<file path="config.mk">
export PLATFORM = sky130hd
export DESIGN_NAME = seg_scan_ctrl
export DESIGN_NICKNAME = d
export VERILOG_FILES = /design/src/rtl/seg_pkg.sv /design/src/rtl/scan_timer.sv /design/src/rtl/seg_scan_ctrl.sv
export SDC_FILE = /design/constraint.sdc
export NUM_CORES = 1
export LEC_CHECK = 0
export CELL_PAD_IN_SITES_DETAIL_PLACEMENT = 0
export CELL_PAD_IN_SITES_GLOBAL_PLACEMENT = 1
export CORE_MARGIN = 2
export CORE_UTILIZATION = 44
export CTS_CLUSTER_DIAMETER = 60
export DETAILED_ROUTE_END_ITERATION = 8
export PLACE_DENSITY_LB_ADDON = 0.1
export SLEW_MARGIN = 10
export SYNTH_ARGS = -nofsm -noshare
export SYNTH_HDL_FRONTEND = slang
export SYNTH_SLANG_ARGS = --single-unit
</file>
<file path="constraint.sdc">
create_clock -name clk -period 3.2 [get_ports clk]
set_clock_uncertainty 0.05 [all_clocks]
set_input_delay 0.64 -clock clk [delete_from_list [all_inputs] [get_ports clk]]
set_output_delay 0.64 -clock clk [all_outputs]
set_load 0.005 [all_outputs]
</file>
<file path="src/rtl/seg_pkg.sv">
// Shared types and constants for the seg_scan_ctrl time-multiplexed 7-segment scanner.
package seg_pkg;

    typedef enum logic [1:0] {
        IDLE  = 2'd0,
        DRIVE = 2'd1,
        GAP   = 2'd2
    } scan_state_e;

    localparam logic [3:0] BCD_BLANK      = 4'hF;
    localparam int         NUM_DIGITS_MIN = 2;
    localparam int         NUM_DIGITS_MAX = 8;

    function automatic bit num_digits_legal(input int n);
        return (n >= NUM_DIGITS_MIN) && (n <= NUM_DIGITS_MAX);
    endfunction

endpackage

</file>
<file path="src/rtl/scan_timer.sv">
// Down-counting dwell/gap timer: start loads the terminal count (cycles - 1),
// done pulses on the last counted cycle, clr abandons the count.
module scan_timer #(
    parameter int W = 2
) (
    input  logic         clk,
    input  logic         rst,
    input  logic         start,
    input  logic         clr,
    input  logic [W-1:0] length,
    output logic         done
);

    logic [W-1:0] cnt_q, cnt_d;
    logic         busy_q, busy_d;

    always_comb begin
        // NOTE: defaults first, so no path through this block can infer a latch.
        cnt_d  = cnt_q;
        busy_d = busy_q;
        if (clr) begin
            cnt_d  = '0;
            busy_d = 1'b0;
        end else if (start) begin
            cnt_d  = length;
            busy_d = 1'b1;
        end else if (busy_q) begin
            if (cnt_q == '0) begin
                busy_d = 1'b0;
            end else begin
                cnt_d = cnt_q - 1'b1;
            end
        end
    end

    // NOTE: non-blocking assignments so every flop samples pre-edge values.
    always_ff @(posedge clk or posedge rst) begin
        if (rst) begin
            cnt_q  <= '0;
            busy_q <= 1'b0;
        end else begin
            cnt_q  <= cnt_d;
            busy_q <= busy_d;
        end
    end

    assign done = busy_q && (cnt_q == '0);

endmodule

</file>
<file path="src/rtl/seg_scan_ctrl.sv">
// Time-multiplexed 7-segment digit scanner with a frame-synchronous shadow register.
// Define SEG_SCAN_LZB_EN to enable leading-zero blanking.
module seg_scan_ctrl
    import seg_pkg::*;
#(
    parameter int NUM_DIGITS   = 4,
    parameter int DWELL_CYCLES = 50000,
    parameter int GAP_CYCLES   = 2
) (
    input  logic                    clk,
    input  logic                    rst,
    input  logic                    en,
    input  logic [4*NUM_DIGITS-1:0] bcd_in,
    input  logic                    load,
    output logic                    load_ack,
    output logic [3:0]              bcd_out,
    output logic [NUM_DIGITS-1:0]   digit_sel,
    output logic                    frame_done
);

    localparam int               IDX_W     = $clog2(NUM_DIGITS);
    localparam int               CNT_W     = $clog2(DWELL_CYCLES);
    localparam logic [IDX_W-1:0] LAST_IDX  = IDX_W'(NUM_DIGITS - 1);
    localparam logic [CNT_W-1:0] DWELL_LEN = CNT_W'(DWELL_CYCLES - 1);
    localparam logic [CNT_W-1:0] GAP_LEN   = CNT_W'((GAP_CYCLES > 0) ? GAP_CYCLES - 1 : 0);

    if (!num_digits_legal(NUM_DIGITS)) begin : g_bad_num_digits
        $error("seg_scan_ctrl: NUM_DIGITS must be in 2..8");
    end

    scan_state_e             state_q, state_d;
    logic [IDX_W-1:0]        idx_q, idx_d, idx_next;
    logic [4*NUM_DIGITS-1:0] shadow_q;
    logic                    load_ack_q;
    logic                    capture;
    logic                    tmr_start, tmr_clr, tmr_done;
    logic [CNT_W-1:0]        tmr_len;
    logic [3:0]              digit_raw, digit_val;

    scan_timer #(.W(CNT_W)) u_timer (
        .clk    (clk),
        .rst    (rst),
        .start  (tmr_start),
        .clr    (tmr_clr),
        .length (tmr_len),
        .done   (tmr_done)
    );

    assign idx_next = (idx_q == LAST_IDX) ? '0 : idx_q + 1'b1;

    always_comb begin
        state_d    = state_q;
        idx_d      = idx_q;
        tmr_start  = 1'b0;
        tmr_clr    = 1'b0;
        tmr_len    = DWELL_LEN;
        capture    = 1'b0;
        frame_done = 1'b0;
        case (state_q)
            IDLE: begin
                // Capture takes priority so the first frame after enable shows the new value.
                if (load && !load_ack_q) begin
                    capture = 1'b1;
                end else if (en) begin
                    state_d   = DRIVE;
                    idx_d     = '0;
                    tmr_start = 1'b1;
                end
            end
            DRIVE: begin
                if (tmr_done && (idx_q == LAST_IDX)) begin
                    frame_done = 1'b1;
                    capture    = load && !load_ack_q;
                end
                if (!en) begin
                    state_d = IDLE;
                    idx_d   = '0;
                    tmr_clr = 1'b1;
                end else if (tmr_done) begin
                    tmr_start = 1'b1;
                    if (GAP_CYCLES > 0) begin
                        state_d = GAP;
                        tmr_len = GAP_LEN;
                    end else begin
                        idx_d = idx_next;
                    end
                end
            end
            GAP: begin
                if (!en) begin
                    state_d = IDLE;
                    idx_d   = '0;
                    tmr_clr = 1'b1;
                end else if (tmr_done) begin
                    state_d   = DRIVE;
                    idx_d     = idx_next;
                    tmr_start = 1'b1;
                end
            end
            default: begin
                state_d = IDLE;
                idx_d   = '0;
            end
        endcase
    end

    // NOTE: the shadow is a register bank, not a RAM, so it is reset to blank codes.
    always_ff @(posedge clk or posedge rst) begin
        if (rst) begin
            state_q    <= IDLE;
            idx_q      <= '0;
            shadow_q   <= {NUM_DIGITS{BCD_BLANK}};
            load_ack_q <= 1'b0;
        end else begin
            state_q    <= state_d;
            idx_q      <= idx_d;
            load_ack_q <= capture;
            if (capture) begin
                shadow_q <= bcd_in;
            end
        end
    end

    assign digit_raw = shadow_q[{idx_q, 2'b00} +: 4];

`ifdef SEG_SCAN_LZB_EN
    logic [NUM_DIGITS-1:0] lz_blank;

    always_comb begin
        logic zero_run;
        zero_run = 1'b1;
        lz_blank = '0;
        for (int i = NUM_DIGITS - 1; i >= 1; i--) begin
            zero_run    = zero_run && (shadow_q[4*i +: 4] == 4'h0);
            lz_blank[i] = zero_run;
        end
    end

    assign digit_val = lz_blank[idx_q] ? BCD_BLANK : digit_raw;
`else
    assign digit_val = digit_raw;
`endif

    always_comb begin
        digit_sel = '1;
        bcd_out   = BCD_BLANK;
        if (state_q == DRIVE) begin
            bcd_out = digit_val;
            for (int i = 0; i < NUM_DIGITS; i++) begin
                digit_sel[i] = (idx_q != IDX_W'(i));
            end
        end
    end

    assign load_ack = load_ack_q;

endmodule

</file>
==> impl_metrics.json <==
{
  "status": "complete, no violations",
  "clk_latency_ns": 0.29,
  "core_um2": 5075,
  "routedWlPerCell_um": 16.07,
  "tns_ns": 0,
  "vias_per_cell": 5.549,
  "syn_area_per_cell_um2": 11.22,
  "min_period_ns": 3.047,
  "yosysMostFrequentCell": "dfrtp_1",
  "crit_type": "reg2out",
  "hold_class": "reg2reg",
  "htreeDepth": 2,
  "cts_tree": "built",
  "overflow": 0,
  "multi_input_area_um2": 1241,
  "cp-start-kind": "flop",
  "reg2reg_depth": 8,
  "hold_path_end": "u_timer.cnt_q[6]$_DFFE_PP0P_",
  "antenna_cells": 0,
  "antenna_found_initial": 0,
  "setup_viol": 0,
  "place_congestion": 0.8741,
  "cts_sinks": 38,
  "worst_setup_path_end_kind": "primary output",
  "dp_cells": 309,
  "clk_pin_slew_ns": 0.07,
  "seq_area_frac_synth": 0.4222,
  "ir_drop_mv": 0.4360,
  "place_ws_ns": 0.1754,
  "netlist.area_leader.share": 0.2394,
  "dp_hpwl_um": 3668,
  "layout.area.seq_um2": 970.9,
  "drc": 0,
  "die_y_um": 76.30,
  "synth_edf_count": 0,
  "postRouteWirelength_um": 5094,
  "setup_ws_ns": 0.1535,
  "ys_warn_count": 0,
  "synth_cell_types": 56,
  "start_util": 0.4532,
  "holdCritStartpoint": "u_timer.cnt_q[6]$_DFFE_PP0P_",
  "dieArea_um2": 5821,
  "r2r-start": "u_timer.cnt_q[0]$_DFFE_PP0P_",
  "power_density_nw_per_um2": 944.9,
  "required_ns": 2.51,
  "synth_area_um2": 2300,
  "grt_pass1_wl_um": 8728,
  "die_x_um": 76.30,
  "grt_max_degree": 39,
  "synth_area_leaders": "dfrtp_1 24%, dfstp_2 18%, mux2_4 5.9%, ha_1 4.9%, mux2_2 3.9%",
  "synth_fp_nets": 234,
  "nFillCells": 438,
  "dr.pass1.iters": 4,
  "min_path_cells": 1,
  "area_growth_pct": 23.07,
  "clock_tree.root_cell": "clkbuf_8",
  "ys_ff_latch": 38,
  "hold_viol_final": 0,
  "rows": 26,
  "cts_setup_buffers": 0,
  "grt_pass1_vias": 1839,
  "rrSetupSlack_ns": 0.50,
  "postSynthCellCount": 205,
  "rsz0062_at_grt": "no",
  "cts.path.max_buffers": 2,
  "io_pins": 30,
  "numCtsBuffers": 5,
  "nNetsFinal": 275,
  "synth_top_cell_by_area": "dfrtp_1",
  "relSlewSlack": 0.5570,
  "fmax_mhz": 328.2,
  "worst_pin_slew_ns": 0.6620,
  "post-route-period-util": 0.9520,
  "ys.flop_type": "dfrtp_1",
  "synth-async-reset-ratio": 1.000,
  "r2r_end": "u_timer.cnt_q[6]$_DFFE_PP0P_",
  "drive_above_1_share": 0.2591,
  "track_usage": 0.1886,
  "cap_viol_max_count": 0,
  "final_max_slew_viol_count": 0,
  "drtAntennaViolNets": 0,
  "crit_arrival_ns": 2.36,
  "instances_no_fill": 317,
  "path_max_fanout": 5,
  "p_leak_nw": 1.228,
  "vias": 1759,
  "drt_iter0_drc": 113,
  "numPortBuffers": 29,
  "yosys-top-cells-count": "22 x dfrtp_1, 16 x dfstp_2, 13 x nand2_1, 13 x nor2_1, 12 x inv_1"
}
## sequential cells by signal (all words and copies together) (netlist names)
name,count
u_timer.busy_q,1
idx_q,2
load_ack,1
u_timer.cnt_q,16
shadow_q,16
state_q,2
## per-stage QoR
| step | hold WS, ns | power [W] | instance area (µm²) | utilization |
|---|---|---|---|---|
| floorplan | 0.4469 | 0.001866 | 2300 | - |
| global placement | 0.4741 | 0.002228 | 2725 | 0.5370 |
| detailed placement | 0.4764 | 0.002271 | 2725 | 0.5370 |
| CTS | 0.4948 | 0.002689 | 2830 | 0.5577 |
| global route | 0.5298 | 0.002875 | 2830 | 0.5577 |
| finish | 0.4964 | 0.002674 | 2830 | 0.5577 |
## cells in the final DEF (no fill, tap or decap), types with 4 or more instances in the layout
cell type / count
a211o_1: 4
buf_4: 12
clkbuf_8: 5
clkdlybuf4s50_1: 28
dfrtp_1: 22
dfstp_2: 16
ha_1: 9
inv_1: 12
mux2_2: 8
mux2_4: 9
mux4_2: 4
nand2_1: 13
nand2b_1: 6
nor2_1: 13
nor2b_1: 4
nor3_1: 4
o211ai_1: 4
o21ai_0: 4
or3_1: 4
xor2_1: 5
## logic make-up (layout without fill, tap and decap cells)
logic type	count (synthesis)	in the layout	synth area share
xor+xnor	8	8	0.03047
compound gates	42	42	0.1442
fa+ha+maj	9	9	0.04897
mux	23	23	0.1458
flops	38	38	0.4222
simple gates	66	66	0.1703
buf+inv	19	61	0.03808
## metal layers
layer / track usage / vias to the layer above / share of wire
li1: - / 834 / -
met2: 0.3168 / 45 / 0.50
met1: 0.2321 / 868 / 0.43
met5: 0 / - / 0
met4: 0.06727 / 0 / 0.024
met3: 0.05332 / 12 / 0.045
## area by class of cell
type / count / area share
Tap cell: 70 / 0.03095
Sequential cell: 38 / 0.3431
Clock inverter: 1 / 0.01061
Timing Repair Buffer: 41 / 0.1340
Clock buffer: 7 / 0.02697
Inverter: 12 / 0.01592
Multi-Input combinational cell: 148 / 0.4386
## what timing repair did
action / 4_1_cts / 5_1_grt
resized for setup: 1 / 0
hold buffers: 0 / 0
hold endpoints to repair: 0 / 0
setup endpoints to repair: 1 / 0
## worst max-delay path, cell delays in order, from the launching register on
cell,delay [ns]
dfrtp_1,0.40
inv_1,0.10
ha_1,0.18
or3b_4,0.42
or3_4,0.42
nor4_4,0.26
dlygate4sd2_1,0.27
## worst max path at each step
stage	from	endpoint	slack [ns]	cells past startpoint
final	u_timer.cnt_q[0]$_DFFE_PP0P_	frame_done	0.15	6
after global routing	u_timer.cnt_q[0]$_DFFE_PP0P_	frame_done	0.05	6
after CTS	u_timer.cnt_q[0]$_DFFE_PP0P_	frame_done	0.12	6
after detailed placement	u_timer.cnt_q[0]$_DFFE_PP0P_	frame_done	0.18	6
after global placement	u_timer.cnt_q[0]$_DFFE_PP0P_	frame_done	0.24	6
after floorplan	u_timer.cnt_q[0]$_DFFE_PP0P_	shadow_q[15]$_DFFE_PP1P_	0.75	8
## power by group
part / internal, W / total, W / switching, W
combinational: 0.000685 / 0.00133 / 0.000643
sequential: 0.000765 / 0.000948 / 0.000183
clock: 0.000233 / 0.000398 / 0.000165
No activity file was read; power rests on OpenSTA's default activity.
